$ cat src/rtl/rle_line_packer.sv
// Packs run-length runs into one 16-bit word packet per image line (header, runs, optional trailer).
// Define RLE_PACK_CHECKSUM_EN to append a trailer word carrying the 10-bit sum of run lengths.
module rle_line_packer #(
    parameter int LEN_W  = 10,
    parameter int LINE_W = 10,
    parameter int DEPTH  = 16
) (
    input  logic                   CLK,
    input  logic                   RST_N,
    input  logic                   frame_start,
    input  logic                   run_valid,
    input  logic [LEN_W-1:0]       run_len,
    input  logic                   run_colour,
    input  logic                   run_last,
    input  logic                   pkt_ready,
    output logic                   pkt_valid,
    output logic [15:0]            pkt_data,
    output logic                   pkt_sop,
    output logic                   pkt_eop,
    output logic                   overflow,
    output logic [$clog2(DEPTH):0] fifo_level
);

    localparam int AW      = $clog2(DEPTH);
    localparam int ENTRY_W = LEN_W + 2;

    typedef enum logic [1:0] {
        IDLE    = 2'd0,
        HEADER  = 2'd1,
        RUNS    = 2'd2,
        TRAILER = 2'd3
    } state_t;

    state_t              state_q, state_d;
    logic [ENTRY_W-1:0]  mem_q [DEPTH];
    logic [AW-1:0]       wr_ptr_q, wr_ptr_d;
    logic [AW-1:0]       rd_ptr_q, rd_ptr_d;
    logic [AW:0]         count_q, count_d;
    logic [LINE_W-1:0]   line_q, line_d;
    logic                overflow_q, overflow_d;
`ifdef RLE_PACK_CHECKSUM_EN
    logic [9:0]          sum_q, sum_d;
`endif

    logic [ENTRY_W-1:0]  head;
    logic [9:0]          head_len;
    logic                head_colour;
    logic                head_last;
    logic [9:0]          line_ext;
    logic                empty;
    logic                full;
    logic                push;
    logic                pop;
    logic [AW-1:0]       wr_idx;

    assign head        = mem_q[rd_ptr_q];
    assign head_len    = 10'(head[LEN_W-1:0]);
    assign head_colour = head[LEN_W];
    assign head_last   = head[LEN_W+1];
    assign line_ext    = 10'(line_q);
    assign empty       = (count_q == '0);
    assign full        = (count_q == (AW+1)'(DEPTH));

    // A flush empties the FIFO first, so a run arriving with frame_start always fits.
    assign push   = run_valid && (frame_start || !full);
    assign pop    = (state_q == RUNS) && !empty && pkt_ready && !frame_start;
    assign wr_idx = frame_start ? '0 : wr_ptr_q;

    always_ff @(posedge CLK) begin
        if (push) begin
            mem_q[wr_idx] <= {run_last, run_colour, run_len};
        end
    end

    always_ff @(posedge CLK or negedge RST_N) begin
        if (!RST_N) begin
            state_q    <= IDLE;
            wr_ptr_q   <= '0;
            rd_ptr_q   <= '0;
            count_q    <= '0;
            line_q     <= '0;
            overflow_q <= 1'b0;
`ifdef RLE_PACK_CHECKSUM_EN
            sum_q      <= '0;
`endif
        end else begin
            state_q    <= state_d;
            wr_ptr_q   <= wr_ptr_d;
            rd_ptr_q   <= rd_ptr_d;
            count_q    <= count_d;
            line_q     <= line_d;
            overflow_q <= overflow_d;
`ifdef RLE_PACK_CHECKSUM_EN
            sum_q      <= sum_d;
`endif
        end
    end

    always_comb begin
        state_d    = state_q;
        wr_ptr_d   = wr_ptr_q + AW'(push);
        rd_ptr_d   = rd_ptr_q + AW'(pop);
        count_d    = count_q + (AW+1)'(push) - (AW+1)'(pop);
        line_d     = line_q;
        overflow_d = overflow_q;
`ifdef RLE_PACK_CHECKSUM_EN
        sum_d      = sum_q;
`endif
        if (frame_start) begin
            state_d    = IDLE;
            wr_ptr_d   = AW'(push);
            rd_ptr_d   = '0;
            count_d    = (AW+1)'(push);
            line_d     = '0;
            overflow_d = 1'b0;
`ifdef RLE_PACK_CHECKSUM_EN
            sum_d      = '0;
`endif
        end else begin
            if (run_valid && full) begin
                overflow_d = 1'b1;
            end
            case (state_q)
                IDLE: begin
                    if (!empty) state_d = HEADER;
                end
                HEADER: begin
                    if (pkt_ready) state_d = RUNS;
                end
                RUNS: begin
                    if (pop) begin
`ifdef RLE_PACK_CHECKSUM_EN
                        sum_d = sum_q + head_len;
                        if (head_last) state_d = TRAILER;
`else
                        if (head_last) begin
                            line_d  = line_q + 1'b1;
                            state_d = IDLE;
                        end
`endif
                    end
                end
                TRAILER: begin
`ifdef RLE_PACK_CHECKSUM_EN
                    if (pkt_ready) begin
                        sum_d   = '0;
                        line_d  = line_q + 1'b1;
                        state_d = IDLE;
                    end
`else
                    state_d = IDLE;
`endif
                end
                default: state_d = IDLE;
            endcase
        end
    end

    // Stream outputs depend only on registered state and the FIFO head, so they hold while stalled.
    always_comb begin
        pkt_valid = 1'b0;
        pkt_data  = 16'h0000;
        pkt_sop   = 1'b0;
        pkt_eop   = 1'b0;
        case (state_q)
            HEADER: begin
                pkt_valid = 1'b1;
                pkt_sop   = 1'b1;
                pkt_data  = {2'b10, 4'b0000, line_ext};
            end
            RUNS: begin
                if (!empty) begin
                    pkt_valid = 1'b1;
                    pkt_data  = {1'b0, head_colour, 4'b0000, head_len};
`ifndef RLE_PACK_CHECKSUM_EN
                    pkt_eop   = head_last;
`endif
                end
            end
`ifdef RLE_PACK_CHECKSUM_EN
            TRAILER: begin
                pkt_valid = 1'b1;
                pkt_eop   = 1'b1;
                pkt_data  = {2'b11, 4'b0000, sum_q};
            end
`endif
            default: ;
        endcase
    end

    assign overflow   = overflow_q;
    assign fifo_level = count_q;

endmodule
$ cat config.mk
export PLATFORM = sky130hd
export DESIGN_NAME = rle_line_packer
export DESIGN_NICKNAME = d
export VERILOG_FILES = /design/src/rtl/rle_line_packer.sv
export SDC_FILE = /design/constraint.sdc
export NUM_CORES = 1
export LEC_CHECK = 0
export ABC_CLOCK_PERIOD_IN_PS = 2800
export BUFFER_PORTS_ARGS = -buffer_cell sky130_fd_sc_hd__clkbuf_2
export CAP_MARGIN = 20
export CORE_MARGIN = 4
export CORE_UTILIZATION = 55
export CTS_BUF_LIST = sky130_fd_sc_hd__clkbuf_4 sky130_fd_sc_hd__clkbuf_8 sky130_fd_sc_hd__clkbuf_16
export DETAILED_ROUTE_END_ITERATION = 16
export PLACE_DENSITY = 0.84
export RECOVER_POWER = 100
export SLEW_MARGIN = 20
export SYNTH_ARGS = -nofsm -noshare
export SYNTH_HDL_FRONTEND = slang
export SYNTH_SLANG_ARGS = --single-unit
$ cat constraint.sdc
create_clock -name CLK -period 2.8 [get_ports CLK]
set_input_delay 0.42 -clock CLK [delete_from_list [all_inputs] [get_ports CLK]]
set_output_delay 0.42 -clock CLK [all_outputs]
set_load 0.005 [all_outputs]
==> qor.yml <==
clocking:
  clk_latency_ns: 0.51
  numCtsBuffers: 22
  cts_root_buffer: "clkbuf_16"
  clock-sinks: 218
  h-tree-depth: 1
  clk_pin_slew_worst_paths_ns: 0.07
  cts_buffer_depth: 3
  tritoncts: "yes"
routing:
  drtIter0Drc: 647
  vias: 5214
  ant_nets: 0
  avgViaCountPerCell: 6.229
  routed_wirelength_um: 21200
  wl_per_cell_um: 25.33
  drc: 0
  first_pass_iters: 5
worst_hold_path:
  hold_class: "primary input to flip-flop"
  hold_depth: 3
  hp-start: "run_valid"
worst_setup_path:
  worstRegToRegCells: 15
  critPathLaunchType: "flip-flop"
  startpoint: "rd_ptr_q[0]"
  required_ns: 2.38
  crit_type: "flip-flop to output port"
  cp.arrival_ns: 2.58
  r2r_start: "fifo_level[2]"
  endpoint_kind: "output port"
  cp_max_fo: 6
sta:
  whs_ns: 0.2160
  finalSetupViolations: 12
  finalWorstSetupSlack_ns: -0.1987
  finalHoldViolCount: 0
  rsz0062_at_grt: "yes"
  drv_slew: 0
  finClkSkew_ns: 0.006784
  worstMarginPinSlew_ns: 1.488
  timing.fmax_mhz: 333.5
  slew_headroom_pct: 0.8067
  period_share_pct: 107.1
  min_period_ns: 2.999
flow_run:
  drv_cap: 0
finish:
  final_cell_mix: "edfxtp_1, mux4_2, nor2_1"
  drive_gt1_share_pct: 29.66
  stdcell_area_um2: 10710
  fin_nets: 634
  n_antenna_cell: 0
  final_common_cell: "edfxtp_1"
  syn2layout_area_growth_pct: 16.46
  filler_cell_count: 1067
floorplanning:
  core-area_um2: 16470
  fp.dieArea_um2: 18860
  rows: 47
  ios: 42
  fp.dieH_um: 137.3
  fp.dieW_um: 137.3
  start_util_pct: 55.87
logic_synthesis:
  synth.cell_area_um2: 9200
  ys.flop_type: "edfxtp_1"
  yosys.area_share.simple_pct: 5.916
  syn_inst: 514
  yosysUniqueCellTypes: 50
  ys_seq_elements: 218
  synth_top_family_by_area: "multiplexers"
  synth_compound_area_share_pct: 3.046
  seq_area_frac_synth_pct: 69.74
  yosysWarnings: 0
  synth_edf_count: 192
  synth_xor_area_share_pct: 0.6664
  synth.area.mux_share_pct: 15.57
  synth-adder-area-share_pct: 2.258
  postSynthAreaPerCell_um2: 17.90
  async_flop_share_pct: 11.93
power_and_ir_drop:
  peakVddDrop_mv: 0.5865
  power.total_mw: 7.642
  p_leak_nw: 3.673
  power_density_nw_per_um2: 713.3
grt:
  grt_pass1_vias: 5218
  antenna_found_initial: 0
  grt_util_all_layers_pct: 23.28
  grt_max_degree: 50
  grt_pass1_wl_um: 32070
  grt_overflow: 0
place:
  gp_congestion: 0.8657
  dpl.hpwl_um: 12260
  portBuffers: 37
  place_ws_ns: -0.07934
  placed_area_um2: 9816
run_status:
  violations: "setup timing"
  status: "complete, but fails checks"
-- synthesized netlist by cell type, types with 2 or more instances --
library cell  number  area share [%]
nand4_1            3            0.20
ha_1              15             2.0
o21ai_0           12            0.65
buf_1              4            0.16
nand2_1           20            0.82
nand3_1            8            0.44
mux2i_1           10             1.1
a211oi_2           2            0.27
mux2_1             3            0.37
nand3b_1           3            0.24
and3_1             2            0.14
nor2b_1           14            0.95
nor3_1             4            0.22
nor2_1            42             1.7
o311ai_2           2            0.35
mux4_2            55              13
buf_2              7            0.38
a21oi_1            8            0.44
mux2_2             4            0.49
xnor2_1            4            0.38
or3_1              3            0.20
o21ai_1            4            0.22
dfrtp_1           26             7.1
and2_1             2            0.14
buf_4              5            0.41
edfxtp_1         192              63
buf_6              2            0.24
clkbuf_1           7            0.29
a22oi_1            3            0.24
inv_1             26             1.1
xor2_1             3            0.29
-- worst max-delay path, cell delays in order, from the launching register on --
cell	delay (ns)
dfrtp_2	0.41
buf_6	0.13
buf_12	0.13
buf_4	0.12
mux4_2	0.50
mux4_2	0.52
inv_2	0.07
o21ai_1	0.07
clkbuf_2	0.12
-- flip-flops by register name (all words and copies together), names as in the netlist --
| register | count |
|---|---|
| state_q | 2 |
| rd_ptr_q | 4 |
| overflow | 1 |
| fifo_level | 5 |
| line_ext | 10 |
| wr_ptr_q | 4 |
| mem_q | 192 |
-- where the power goes --
part,switching [mW],leakage (nW),internal [mW]
sequential,0.0629,2.08,3.63
combinational,0.538,1.23,0.442
clock,1.22,0.358,1.75
total,1.82,3.67,5.82
-- per-layer routing --
metal | GRT usage (%) | vias to the layer above | share of wire [%]
met5 | 0 | - | 0
met4 | 6.486 | 0 | 3.1
met3 | 4.237 | 46 | 8.1
met2 | 39.97 | 305 | 52
met1 | 30.88 | 2688 | 37
li1 | - | 2175 | -
-- cells by family after synthesis --
family,after synthesis
AO/OA/AOI/OAI,38
AND/OR/NAND/NOR,109
adder cells (fa/ha/maj),16
XOR/XNOR,7
multiplexers,73
flip-flops,218
buffers and inverters,52
other,1
-- worst paths after layout --
path | end | slack (ns)
setup reg to reg | fifo_level[4] | -0.12
hold reg to reg | overflow | 0.54
max in group asynchronous | rd_ptr_q[1] | 1.02
min in group asynchronous | fifo_level[1] | 0.81
hold / removal | fifo_level[0] | 0.22
setup / recovery | pkt_data[0] | -0.20
-- per-stage QoR --
step	instances	TNS [ns]	utilization, %
finish	837	-1.907	65.07
global route	837	-4.506	65.07
CTS	834	-1.990	65.55
detailed placement	781	-0.07934	59.61
global placement	781	0	59.61
floorplan	517	0	-
-- final cells by class --
| type | count | area, µm² | area share, % |
|---|---|---|---|
| repair buffers | 86 | 644.4 | 6.014 |
| flip-flops and latches | 218 | 6420 | 59.92 |
| multi-input cells | 247 | 2537 | 23.68 |
| inverters | 26 | 97.59 | 0.9109 |
| clock inverters | 16 | 173.9 | 1.623 |
| well taps | 220 | 275.3 | 2.569 |
| clock buffers | 24 | 565.5 | 5.279 |
-- repair_timing --
action,4_1_cts,5_1_grt
cloned,5,0
gates resized for setup,26,17
hold buffers,1,0
pin swaps,3,6
setup buffers,8,5
setup endpoints to repair,12,37
endpoints found under the hold margin,26,0
Power figures use the tool's default switching activity.
